[config.mk]
export PLATFORM = sky130hd
export DESIGN_NAME = pong_match_seq_flat
export DESIGN_NICKNAME = d
export VERILOG_FILES = /design/src/rtl/pong_pkg.sv /design/src/rtl/pong_match_seq_if.sv /design/src/rtl/edge_det.sv /design/src/rtl/pong_match_seq.sv /design/src/flat_wrapper.sv
export SDC_FILE = /design/constraint.sdc
export NUM_CORES = 1
export LEC_CHECK = 0
export CAP_MARGIN = 10
export CORE_UTILIZATION = 49
export CTS_BUF_LIST = sky130_fd_sc_hd__clkbuf_16
export DETAILED_ROUTE_END_ITERATION = 8
export PLACE_DENSITY = 0.76
export SYNTH_ARGS = -nofsm -noshare
export SYNTH_HDL_FRONTEND = slang
export SYNTH_SLANG_ARGS = --single-unit
[constraint.sdc]
create_clock -name px_clk -period 1.9 [get_ports px_clk]
set_input_delay 0.19 -clock px_clk [delete_from_list [all_inputs] [get_ports px_clk]]
set_output_delay 0.19 -clock px_clk [all_outputs]
set_load 0.01 [all_outputs]
[src/rtl/pong_pkg.sv]
`default_nettype none
// ============================================================================
// Module      : pong_pkg
// Description : Shared types for the pong match sequencer: FSM state
//               encoding and winner codes.
// Revision    : 1.0 - initial release
// ============================================================================
package pong_pkg;

  // Match phases; any other encoding is treated as corrupt and recovers to IDLE
  typedef enum logic [2:0] {
    IDLE  = 3'd0,
    SERVE = 3'd1,
    RALLY = 3'd2,
    POINT = 3'd3,
    OVER  = 3'd4
  } state_t;

  localparam logic [1:0] WIN_NONE = 2'b00;
  localparam logic [1:0] WIN_P1   = 2'b01;
  localparam logic [1:0] WIN_P2   = 2'b10;

endpackage
`default_nettype wire

[src/rtl/pong_match_seq_if.sv]
`default_nettype none
// ============================================================================
// Interface   : pong_match_seq_if
// Description : Signals between the match sequencer and the pong game /
//               player controls. master = sequencer, slave = game side.
// Revision    : 1.0 - initial release
// ============================================================================
interface pong_match_seq_if #(
  parameter int SCORE_W = 4
);
  logic               endframe;
  logic               start_btn;
  logic               goal_p1;
  logic               goal_p2;
  logic               game_rst;
  logic               play;
  logic [SCORE_W-1:0] score_p1;
  logic [SCORE_W-1:0] score_p2;
  logic [1:0]         winner;
  logic               serve_dir;
  logic               snd_evt;

  modport master (
    input  endframe, start_btn, goal_p1, goal_p2,
    output game_rst, play, score_p1, score_p2, winner, serve_dir, snd_evt
  );

  modport slave (
    output endframe, start_btn, goal_p1, goal_p2,
    input  game_rst, play, score_p1, score_p2, winner, serve_dir, snd_evt
  );
endinterface
`default_nettype wire

[src/rtl/edge_det.sv]
`default_nettype none
// ============================================================================
// Module      : edge_det
// Description : Registered rising-edge detector. The pulse appears for one
//               clock, one cycle after the input is first sampled high.
//               INIT sets the history bit after reset: 1 means an input that
//               is already high when reset releases does not count as an edge.
// Revision    : 1.0 - initial release
// ============================================================================
module edge_det #(
  parameter logic INIT = 1'b0
) (
  input  logic clk,
  input  logic rst_n,
  input  logic d,
  output logic pulse
);

  logic d_q;

  // Remember the previous sample and flag a low-to-high transition
  always_ff @(posedge clk or negedge rst_n) begin
    if (!rst_n) begin
      d_q   <= INIT;
      pulse <= 1'b0;
    end else begin
      d_q   <= d;
      pulse <= d & ~d_q;
    end
  end

endmodule
`default_nettype wire

[src/rtl/pong_match_seq.sv]
`default_nettype none
// ============================================================================
// Module      : pong_match_seq
// Description : Match sequencer for the pong game. Steps through
//               idle -> serve countdown -> rally -> point pause -> serve ...
//               until a player reaches WIN_SCORE, timing in video frames.
// Revision    : 1.0 - initial release
// ============================================================================
module pong_match_seq
  import pong_pkg::*;
#(
  parameter int SERVE_FRAMES = 60,
  parameter int POINT_FRAMES = 30,
  parameter int WIN_SCORE    = 9,
  parameter int SCORE_W      = 4,
  parameter int FRM_W        = 8
) (
  input  logic              px_clk,
  input  logic              reset_n,
  pong_match_seq_if.master  bus
);

  localparam logic [FRM_W-1:0]   SERVE_CNT = FRM_W'(SERVE_FRAMES);
  localparam logic [FRM_W-1:0]   POINT_CNT = FRM_W'(POINT_FRAMES);
  localparam logic [FRM_W-1:0]   CNT_ONE   = FRM_W'(1);
  localparam logic [SCORE_W-1:0] WIN_VAL   = SCORE_W'(WIN_SCORE);
  localparam logic [SCORE_W-1:0] SCORE_ONE = SCORE_W'(1);

  state_t             state;
  logic [FRM_W-1:0]   cnt;
  logic [SCORE_W-1:0] score_p1;
  logic [SCORE_W-1:0] score_p2;
  logic [1:0]         winner;
  logic               game_rst;
  logic               play;
  logic               serve_dir;
  logic               snd_evt;
  logic               frame_tick;
  logic               start_edge;

  // One tick per video frame
  edge_det #(.INIT(1'b0)) u_frame_edge (
    .clk   (px_clk),
    .rst_n (reset_n),
    .d     (bus.endframe),
    .pulse (frame_tick)
  );

  // Button history starts "pressed" so a button held through reset is not a start
  edge_det #(.INIT(1'b1)) u_start_edge (
    .clk   (px_clk),
    .rst_n (reset_n),
    .d     (bus.start_btn),
    .pulse (start_edge)
  );

  // Match FSM with shared frame down-counter, scores and registered outputs
  always_ff @(posedge px_clk or negedge reset_n) begin
    if (!reset_n) begin
      state     <= IDLE;
      cnt       <= '0;
      score_p1  <= '0;
      score_p2  <= '0;
      winner    <= WIN_NONE;
      game_rst  <= 1'b1;
      play      <= 1'b0;
      serve_dir <= 1'b0;
      snd_evt   <= 1'b0;
    end else begin
      snd_evt <= 1'b0;
      case (state)
        IDLE, OVER: begin
          game_rst <= 1'b1;
          play     <= 1'b0;
          if (start_edge) begin
            score_p1 <= '0;
            score_p2 <= '0;
            winner   <= WIN_NONE;
            cnt      <= SERVE_CNT;
            state    <= SERVE;
          end
        end
        SERVE: begin
          game_rst <= 1'b1;
          play     <= 1'b0;
          if (frame_tick) begin
            cnt <= cnt - CNT_ONE;
            if (cnt <= CNT_ONE) begin
              game_rst <= 1'b0;
              play     <= 1'b1;
              state    <= RALLY;
            end
          end
        end
        RALLY: begin
          game_rst <= 1'b0;
          play     <= 1'b1;
          // A goal takes priority over a coincident frame tick
          if (bus.goal_p1 || bus.goal_p2) begin
            play    <= 1'b0;
            snd_evt <= 1'b1;
            cnt     <= POINT_CNT;
            state   <= POINT;
            // Simultaneous goals are a void point: no score, serve unchanged
            if (bus.goal_p1 && !bus.goal_p2) begin
              if (score_p1 != WIN_VAL) score_p1 <= score_p1 + SCORE_ONE;
              serve_dir <= 1'b1;
            end else if (bus.goal_p2 && !bus.goal_p1) begin
              if (score_p2 != WIN_VAL) score_p2 <= score_p2 + SCORE_ONE;
              serve_dir <= 1'b0;
            end
          end
        end
        POINT: begin
          game_rst <= 1'b0;
          play     <= 1'b0;
          if (frame_tick) begin
            cnt <= cnt - CNT_ONE;
            if (cnt <= CNT_ONE) begin
              game_rst <= 1'b1;
              if (score_p1 == WIN_VAL) begin
                winner  <= WIN_P1;
                snd_evt <= 1'b1;
                state   <= OVER;
              end else if (score_p2 == WIN_VAL) begin
                winner  <= WIN_P2;
                snd_evt <= 1'b1;
                state   <= OVER;
              end else begin
                cnt   <= SERVE_CNT;
                state <= SERVE;
              end
            end
          end
        end
        default: begin
          game_rst <= 1'b1;
          play     <= 1'b0;
          state    <= IDLE;
        end
      endcase
    end
  end

  assign bus.game_rst  = game_rst;
  assign bus.play      = play;
  assign bus.score_p1  = score_p1;
  assign bus.score_p2  = score_p2;
  assign bus.winner    = winner;
  assign bus.serve_dir = serve_dir;
  assign bus.snd_evt   = snd_evt;

endmodule
`default_nettype wire

[src/flat_wrapper.sv]
// flat-port wrapper written by rule: the top's interface ports become plain ports
module pong_match_seq_flat import pong_pkg::*;
#(
  parameter int SERVE_FRAMES = 60,
  parameter int POINT_FRAMES = 30,
  parameter int WIN_SCORE    = 9,
  parameter int SCORE_W      = 4,
  parameter int FRM_W        = 8
)
  (px_clk, reset_n, bus_endframe, bus_start_btn, bus_goal_p1, bus_goal_p2, bus_game_rst, bus_play, bus_score_p1, bus_score_p2, bus_winner, bus_serve_dir, bus_snd_evt);
  pong_match_seq_if #(.SCORE_W(SCORE_W)) bus_i ();
  input  logic px_clk;
  input  logic reset_n;
  input wire logic [$bits(bus_i.endframe)-1:0] bus_endframe;
  input wire logic [$bits(bus_i.start_btn)-1:0] bus_start_btn;
  input wire logic [$bits(bus_i.goal_p1)-1:0] bus_goal_p1;
  input wire logic [$bits(bus_i.goal_p2)-1:0] bus_goal_p2;
  output wire logic [$bits(bus_i.game_rst)-1:0] bus_game_rst;
  output wire logic [$bits(bus_i.play)-1:0] bus_play;
  output wire logic [$bits(bus_i.score_p1)-1:0] bus_score_p1;
  output wire logic [$bits(bus_i.score_p2)-1:0] bus_score_p2;
  output wire logic [$bits(bus_i.winner)-1:0] bus_winner;
  output wire logic [$bits(bus_i.serve_dir)-1:0] bus_serve_dir;
  output wire logic [$bits(bus_i.snd_evt)-1:0] bus_snd_evt;
  assign bus_i.endframe = bus_endframe;
  assign bus_i.start_btn = bus_start_btn;
  assign bus_i.goal_p1 = bus_goal_p1;
  assign bus_i.goal_p2 = bus_goal_p2;
  assign bus_game_rst = bus_i.game_rst;
  assign bus_play = bus_i.play;
  assign bus_score_p1 = bus_i.score_p1;
  assign bus_score_p2 = bus_i.score_p2;
  assign bus_winner = bus_i.winner;
  assign bus_serve_dir = bus_i.serve_dir;
  assign bus_snd_evt = bus_i.snd_evt;
  pong_match_seq #(.SERVE_FRAMES(SERVE_FRAMES), .POINT_FRAMES(POINT_FRAMES), .WIN_SCORE(WIN_SCORE), .SCORE_W(SCORE_W), .FRM_W(FRM_W)) u_core (.px_clk(px_clk), .reset_n(reset_n), .bus(bus_i));
endmodule
; ---- Word-level counts from Yosys, hierarchy flattened
; Index checks and enable logic that the tools add are counted.
[totals]
input_bits = 6
output_inout_bits = 14
ff_bits = 29
[classes]
eq_ne = 20
mux = 48
order_cmp = 1
reduce_logical = 17
addsub = 3
bitwise = 4
[ops]
columns = cell, n
row1 = 2-to-1 mux 8 bit, 7
row2 = 2-to-1 mux 4 bit, 8
row3 = one-hot mux 8 bit (4 select lines), 1
row4 = 2-to-1 mux 3 bit, 8
row5 = one-hot mux 4 bit (2 select lines), 2
row6 = AND reduction 5 bit, 3
row7 = inequality test 2 x 1 -> 1 bit (second input constant), 7
row8 = 2-to-1 mux 1 bit, 12
row9 = one-hot mux 3 bit (4 select lines), 1
row10 = AND reduction 6 bit, 2
row11 = 2-to-1 mux 2 bit, 5
row12 = adder 4 x 1 -> 4 bit (second input constant), 2
row13 = equality test 4 bit (second input constant), 2
row14 = less-or-equal comparator 8 x 1 -> 1 bit (second input constant), 1
row15 = inequality test 2 bit (second input constant), 4
row16 = inequality test 4 bit (second input constant), 2
row17 = subtractor 8 x 1 -> 8 bit (second input constant), 1
row18 = equality test 3 x 2 -> 1 bit (second input constant), 2
row19 = nonzero test 2 bit, 3
row20 = one-hot mux 1 bit (2 select lines), 2
row21 = one-hot mux 2 bit (2 select lines), 1
row22 = nonzero test 4 bit, 1
row23 = equality test 3 x 1 -> 1 bit (second input constant), 1
row24 = equality test 3 bit (second input constant), 1
row25 = 10 further kinds, 14

; ---- Longest topological paths before layout
; Gate-level depths: netlist of the first run.
[depth]
ltp_word = 6
mapped_depth = 7
ltp_nobuf = 7

; ---- Cells and area by module
; A second synthesis of the first run with hierarchy kept.
[unflattened]
cells_unflattened = 172
hier_area_um2 = 1676.6
[by_module_without_submodules]
columns = mod, cells_each, n_inst, area_per_inst_um2
row1 = pong_match_seq, 166, 1, 1547.7
row2 = edge_det at u_core.u_start_edge, 3, 1, 65.1
row3 = edge_det at u_core.u_frame_edge, 3, 1, 63.8

; ---- Worst setup path before layout of the first run
; No wires, ideal clock.
[synth_timing]
path_kind = register -> register
from = reg u_core.cnt[0]
to = reg u_core.cnt[4]
stages_incl_launch_ff = 8
setup_slack_ps = 71
arrival_time_ps = 1710
n_path_buf = 0
setup_time_ps = 120
t_required_ps = 1780
cell_sequence = dfrtp_1 inv_1 ha_1 nor2_1 nor3_2 a31oi_1 o21ai_2 o22a_2
[synth_via]
elab_chain_len = 6
[synth_lines]
columns = element, line_no
row1 = from (decl), pong_match_seq.sv:30  ; logic [FRM_W-1:0] cnt;
row2 = from (signal assigned), pong_match_seq.sv:87  ; cnt <= cnt - CNT_ONE;
row3 = from (signal assigned), pong_match_seq.sv:118  ; cnt <= cnt - CNT_ONE;
row4 = subtractor 8 x 1 -> 8 bit, "pong_match_seq.sv:87, pong_match_seq.sv:118"
row5 = 2-to-1 mux 8 bit, pong_match_seq.sv:125  ; end else if (score_p2 == WIN_VAL) begin
row6 = 2-to-1 mux 8 bit, pong_match_seq.sv:121  ; if (score_p1 == WIN_VAL) begin
row7 = 2-to-1 mux 8 bit, pong_match_seq.sv:119  ; if (cnt <= CNT_ONE) begin
row8 = 2-to-1 mux 8 bit, pong_match_seq.sv:117  ; if (frame_tick) begin
row9 = one-hot mux 8 bit (4 select lines) (*), pong_match_seq.sv:71  ; case (state)
; Every way passes the cells marked *; elsewhere a longest branch is shown, timed or not. The select of a mux whose other input is x is not followed.
; A chain may end at the register's enable or synchronous reset.

; ---- Final worst setup path of the first run
[layout_timing]
from = reg u_core.cnt[4]
to = reg u_core.cnt[4]
; The elaborated chain is that of the path after synthesis.

==> results of run 1 <==
-- area by class of cell --
cell class / instances / area share, %
inverter: 12 / 2.183
multi-input combinational: 112 / 38.02
clock inverter: 3 / 0.6671
clock buffer: 5 / 6.064
sequential: 29 / 35.35
tap: 44 / 2.668
timing repair buffer: 35 / 15.04
-- layer usage --
metal,up-vias,share of wire (%)
met5,-,0
met4,0,2.8
met3,12,4.6
met2,44,48
met1,657,45
li1,637,-
-- through the flow --
step / hold WS [ns] / instances / util (%) / power, W
after CTS: 0.3048 / 239 / 67.60 / 0.001838
after floorplan: -0.1056 / 156 / - / 0.0009396
after detailed placement: 0.3953 / 231 / 62.81 / 0.001095
final: 0.2934 / 240 / 68.14 / 0.001845
after global placement: 0.3848 / 231 / 62.81 / 0.001062
after global routing: 0.3443 / 240 / 68.14 / 0.001924
-- cell families (layout without fill, tap and decap cells) --
kind of cell	Yosys count	after routing
multiplexers	3	3
AND/OR/NAND/NOR	56	56
buffers and inverters	15	55
AO/OA/AOI/OAI	39	39
flip-flops	29	29
XOR/XNOR	5	5
adder cells (fa/ha/maj)	9	9
-- state kept, by name, summed over array words and instances, names as in the netlist, 2 cells and up --
register	cells
u_core.bus.score_p2	4
u_core.cnt	8
u_core.state	3
u_core.bus.score_p1	4
u_core.bus.winner	2
-- placed cells by master (no fill, tap or decap), types with 3 or more instances in the layout --
master           instances
o21ai_0                  8
clkdlybuf4s50_1         19
a21oi_1                 11
nand2_1                 13
nor2b_1                  3
or3_1                    4
xnor2_1                  5
buf_4                   16
mux2_2                   3
nor3b_1                  4
nor3_1                   4
ha_1                     8
inv_1                   13
clkbuf_16                5
nor2_1                  12
nand3_1                  3
dfrtp_1                 26
-- power by group --
group          switching [W]  internal [W]  leakage (nW)  total [W]
combinational       0.000185      0.000178         0.439   0.000364
sequential         0.0000648      0.000684         0.362   0.000749
clock               0.000260      0.000473        0.0748   0.000733
total               0.000510       0.00134         0.876    0.00184
-- repair_timing --
| action | in CTS | in global routing |
|---|---|---|
| resized for setup | 1 | 4 |
| endpoints found under the setup margin | 1 | 9 |
| hold endpoints to repair | 0 | 0 |
| gates cloned | 0 | 0 |
| pin swaps | 0 | 1 |
| buffers inserted | 0 | 1 |
-- worst min-delay path by stage --
stage	cells after the start	slack, ns	endpoint	from
global placement	1	0.38	u_core.u_frame_edge.pulse	u_core.u_frame_edge.d_q
global route	2	0.34	u_core.cnt[5]	reset_n
CTS	2	0.30	u_core.cnt[5]	reset_n
finish	2	0.29	u_core.cnt[5]	reset_n
floorplan	0	-0.11	u_core.bus.play	reset_n
detailed placement	1	0.40	u_core.u_frame_edge.pulse	u_core.u_frame_edge.d_q
==> out/qor.csv, run 1 <==
metric;value;unit
ys_warn_count;0;
antenna_cells;0;
initial_utilization;51.49;%
synth_compound_area_share;16.85;%
critical_path.endpoint;u_core.cnt[4];
max_freq;551.6;MHz
numCtsBuffers;5;
clock-sinks;29;
synth-main-ff-cell;dfrtp_1;
synth_top_area_share;43.34;%
synth_top_family_by_area;simple AND/OR/NAND/NOR gates;
maxSlewViolCount;0;
yosysUniqueCellTypes;42;
synth_area;0.001559;sq mm
synth-edff-count;0;
clkSlewWorstSetupHoldPaths;0.05;ns
r2r_setup_slack;0.09;ns
rows;20;
rr_endpoint;u_core.cnt[4];
grt_use_met1;29.08;%
setup_violations;0;
p_leak;0.8755;nW
outcome;complete, no violations;
p_per_area;894.2;mW/mm^2
netlist_top_cells_count;dfrtp_1, nand2_1, nor2_1;
critical-path-top-delay-family;simple AND/OR/NAND/NOR gates;
use_met3;6.154;%
setup_ws;0.08716;ns
die-area;0.003411;sq mm
met2_usage;36.45;%
synthMostInstantiatedCell;dfrtp_1;
muxShareOfSynthArea;2.167;%
crit_type;reg -> reg;
cp-end-kind;register;
grt_pass1_vias;1276;
relSlewSlack;62.93;%
cp.arrival;2.03;ns
multi_input_area;784.5;sq um
cts_root_buf;clkbuf_16;
antenna_found_initial;0;
viasPerCell;5.625;
num_vias;1350;
hold_path.class;in -> async;
ys_ff_latch;29;
min_period_over_period;95.41;%
drv_cap;0;
synth_xor_area_share;2.809;%
clk_path_buf_depth;2;
rsz0062_at_grt;true;
seqCellArea;729.5;sq um
drive_gt1_share;20.41;%
startpoint;u_core.cnt[4];
fill_cells;237;
hold_violations;0;
clkLatencyLatePin;0.28;ns
placed_area;0.001902;sq mm
fp.dieW;58.41;um
nNetsFinal;210;
post_drt_wl_per_cell;14.63;um
post-dp-hpwl;2606;um
holdBufCountCts;0;
dieHeight;58.41;um
wirelength;3511;um
required;2.12;ns
busiest_layer;met2;
max-vdd-ir-drop;857.8;uV
syn_nets;171;
syn_area_per_cell;9.994;sq um
critPathSlowestCell;or3_4;
clock_skew;0.006249;ns
port_buffers;19;
drt-initial-drc-count;44;
grt_pass1_wl;5782;um
synth_adder_area_share;7.223;%
tns;0;ns
drcViolationCount;0;
cts_tree;done;
crit_fanout;5;
grt_overflow;0;
worst_pin_slew;0.5540;ns
first_pass_iters;6;
routabilityCongestion;1.002;
path_cells;or3_4 -> nor3_2 -> a31oi_2 -> buf_4 -> a21oi_1 -> o22a_2;
final_cell_area;0.002063;sq mm
r2r_cells;6;
max_stage_delay;0.45;ns
syn-instance-count;156;
grt_max_degree;30;
synth_area_leader_cell;dfrtp_1;
async_reset_ff_share;100.0;%
timing.final.crit_period;1.813;ns
crit_buf_inv;1;
core_area;0.003028;sq mm
cp-start-kind;register;
track_usage;23.12;%
dpl_worst_slack;-0.04397;ns
htreeDepth;2;
path_depth;6;
ys_seq_area_share;46.71;%
yosys.area_share.simple;20.39;%
r2r_start;u_core.cnt[4];
ant_nets;0;
area_growth;32.34;%
netlist_top_cells_area;dfrtp_1, ha_1, a21oi_1, dfstp_2, nand2_1;
io_pins;20;
Note: power is estimated with default switching activity, not from simulation.
==> inputs of run 2 (changes only) <==
--- a/config.mk
+++ b/config.mk
@@ -9,6 +9,7 @@
 export CORE_UTILIZATION = 49
 export CTS_BUF_LIST = sky130_fd_sc_hd__clkbuf_16
 export DETAILED_ROUTE_END_ITERATION = 8
+export GPL_TIMING_DRIVEN = 0
 export PLACE_DENSITY = 0.76
 export SYNTH_ARGS = -nofsm -noshare
 export SYNTH_HDL_FRONTEND = slang
==> run 2 against run 1 <==
Sequential share of layout area increased by 0.70 points. Worst setup slack got worse by 0.029 ns. Sequential power increased by 2%. Global-route usage down 1.1 points. Clock skew decreased by 0.0012 ns. Non-clock buffer count down 11. Register-to-register slack got worse by 0.03 ns. Die area is the same. Hold slack better by 0.055 ns. Combinational power decreased by 21%.
==> out/qor.csv, run 2 (synthesis results as in run 1) <==
metric;value;unit;change
outcome;complete, no violations;;
setup_violations;0;;unchanged
port_buffers;19;;unchanged
cp-end-kind;register;;
ant_nets;0;;unchanged
switchingPower;0.0004927;W;-3.4%
final_cell_mix;dfrtp_1, clkdlybuf4s50_1, inv_1, nand2_1, a21oi_1;;
dieHeight;58.41;um;unchanged
maxSlewViolCount;0;;unchanged
die-area;0.003411;sq mm;unchanged
netSwitchingFraction;27.72;%;+0.086 points
first_pass_iters;4;;-2
io_pins;20;;unchanged
required;2.07;ns;-0.05 ns
cp.arrival;2.01;ns;-0.02 ns
relSlewSlack;45.79;%;-17 points
initial_utilization;51.49;%;unchanged
grt_overflow;0;;unchanged
drive_gt1_share;17.30;%;-3.1 points
p_leak;0.8295;nW;-5.3%
largest_reg_flops;8;;unchanged
nNetsFinal;199;;-5.2%
tns;0;ns;unchanged
routabilityCongestion;0.8995;;-10%
drt-initial-drc-count;51;;+16%
reg_top3;u_core.cnt x8, u_core.bus.score_p1 x4, u_core.bus.score_p2 x4;;
htreeDepth;2;;unchanged
p_per_area;880.1;mW/mm^2;-1.6%
cts_root_buf;clkbuf_16;;
num_vias;1298;;-3.9%
cp-start-kind;register;;
antenna_found_initial;0;;unchanged
seqPwrFrac;43.0;%;+2.4 points
clock-sinks;29;;unchanged
crit_type;reg -> reg;;
post-dp-hpwl;2310;um;-11%
clk_path_buf_depth;2;;unchanged
grt_pass1_vias;1209;;-5.3%
max_freq;543.1;MHz;-1.5%
worst_pin_slew;0.8114;ns;+0.2574 ns
clkLatencyLatePin;0.28;ns;about the same
rows;20;;unchanged
cts_tree;done;;
fp.dieW;58.41;um;unchanged
clkSlewWorstSetupHoldPaths;0.05;ns;about the same
timing.final.crit_period;1.841;ns;+0.02852 ns
intPower;0.001285;W;-3.8%
post_drt_wl_per_cell;14.30;um;-2.2%
clock_skew;0.005050;ns;-0.001199 ns
area_growth;29.53;%;
max-vdd-ir-drop;733.2;uV;-15%
hold_path.class;in -> reg;;
numCtsBuffers;5;;unchanged
crit_fanout;7;;+2
fin_cells;229;;-4.6%
final_common_cell;dfrtp_1;;
regMostFlops;u_core.cnt;;
finalPower;0.001777;W;-3.7%
wirelength;3275;um;-6.7%
core_area;0.003028;sq mm;unchanged
comb_power_share;16.1;%;-3.6 points
grt_pass1_wl;5451;um;-5.7%
post-place-cells;219;;-5.2%
pwr-share-clk;40.9;%;+1.2 points
drv_cap;0;;unchanged
antenna_cells;0;;unchanged
hold_violations;0;;unchanged
viasPerCell;5.668;;+0.77%
drcViolationCount;0;;unchanged
grt_max_degree;30;;unchanged
min_period_over_period;96.91;%;+1.5 points
track_usage;22.07;%;-1.1 points
run 2: worst max-delay path: stages (launching register included):
cell	delay, ns
dfrtp_1	0.45
or3_1	0.46
nor4b_4	0.30
nand3_2	0.13
and3_1	0.21
a31o_1	0.18
run 2: layout make-up:
| class | instances | area (sq um) |
|---|---|---|
| Fill cell | 244 | 1008 |
| Multi-Input combinational cell | 112 | 835.8 |
| Sequential cell | 29 | 728.2 |
| Timing Repair Buffer | 21 | 202.7 |
| Clock buffer | 5 | 125.1 |
| Tap cell | 44 | 55.05 |
| Inverter | 12 | 45.04 |
| Buffer | 3 | 15.01 |
| Clock inverter | 3 | 12.51 |
run 2: final timing paths:
kind                                          from                         to  slack, ns  cells after the start
max                                  u_core.cnt[3]       u_core.bus.winner[0]       0.06                      5
min                                  bus_start_btn    u_core.u_start_edge.d_q       0.35                      1
max reg2reg                          u_core.cnt[3]       u_core.bus.winner[0]       0.06                      5
min reg2reg                u_core.u_frame_edge.d_q  u_core.u_frame_edge.pulse       0.40                      1
max in group asynchronous                  reset_n              u_core.cnt[0]       1.01                      2
min in group asynchronous                  reset_n     u_core.bus.score_p1[3]       0.47                      2
run 2: per-layer routing:
layer | up-vias | global-route usage [%] | share of wire [%]
met2 | 34 | 32.84 | 48
met1 | 636 | 28.27 | 44
met4 | 0 | 10.54 | 2.3
li1 | 619 | - | -
met5 | - | 0 | 0
met3 | 9 | 8.571 | 5.4
run 2: stage by stage:
| step | worst slack [ns] | instance area (sq um) | utilization, % | hold slack (ns) |
|---|---|---|---|---|
| global placement | -0.1725 | 1804 | 59.59 | 0.3833 |
| global route | -0.002130 | 2019 | 66.69 | 0.3590 |
| floorplan | 0.07084 | 1559 | - | -0.1056 |
| detailed placement | -0.2226 | 1804 | 59.59 | 0.3969 |
| finish | 0.05864 | 2019 | 66.69 | 0.3488 |
| CTS | 0.002568 | 1963 | 64.83 | 0.3535 |
run 2: power groups by stage:
stage | registers (W) | clock network, W | logic (W)
floorplan | 0.000750 | 0 | 0.000190
global placement | 0.000762 | 0 | 0.000245
detailed placement | 0.000767 | 0 | 0.000257
CTS | 0.000758 | 0.000744 | 0.000261
global route | 0.000774 | 0.000779 | 0.000329
finish | 0.000763 | 0.000727 | 0.000287
run 2: repair_timing:
action / in CTS / in global routing
hold endpoints to repair: 0 / 26
setup buffers: 0 / 1
pin swaps: 0 / 1
endpoints found under the setup margin: 8 / 16
hold buffers: 0 / 1
gates resized for setup: 3 / 11
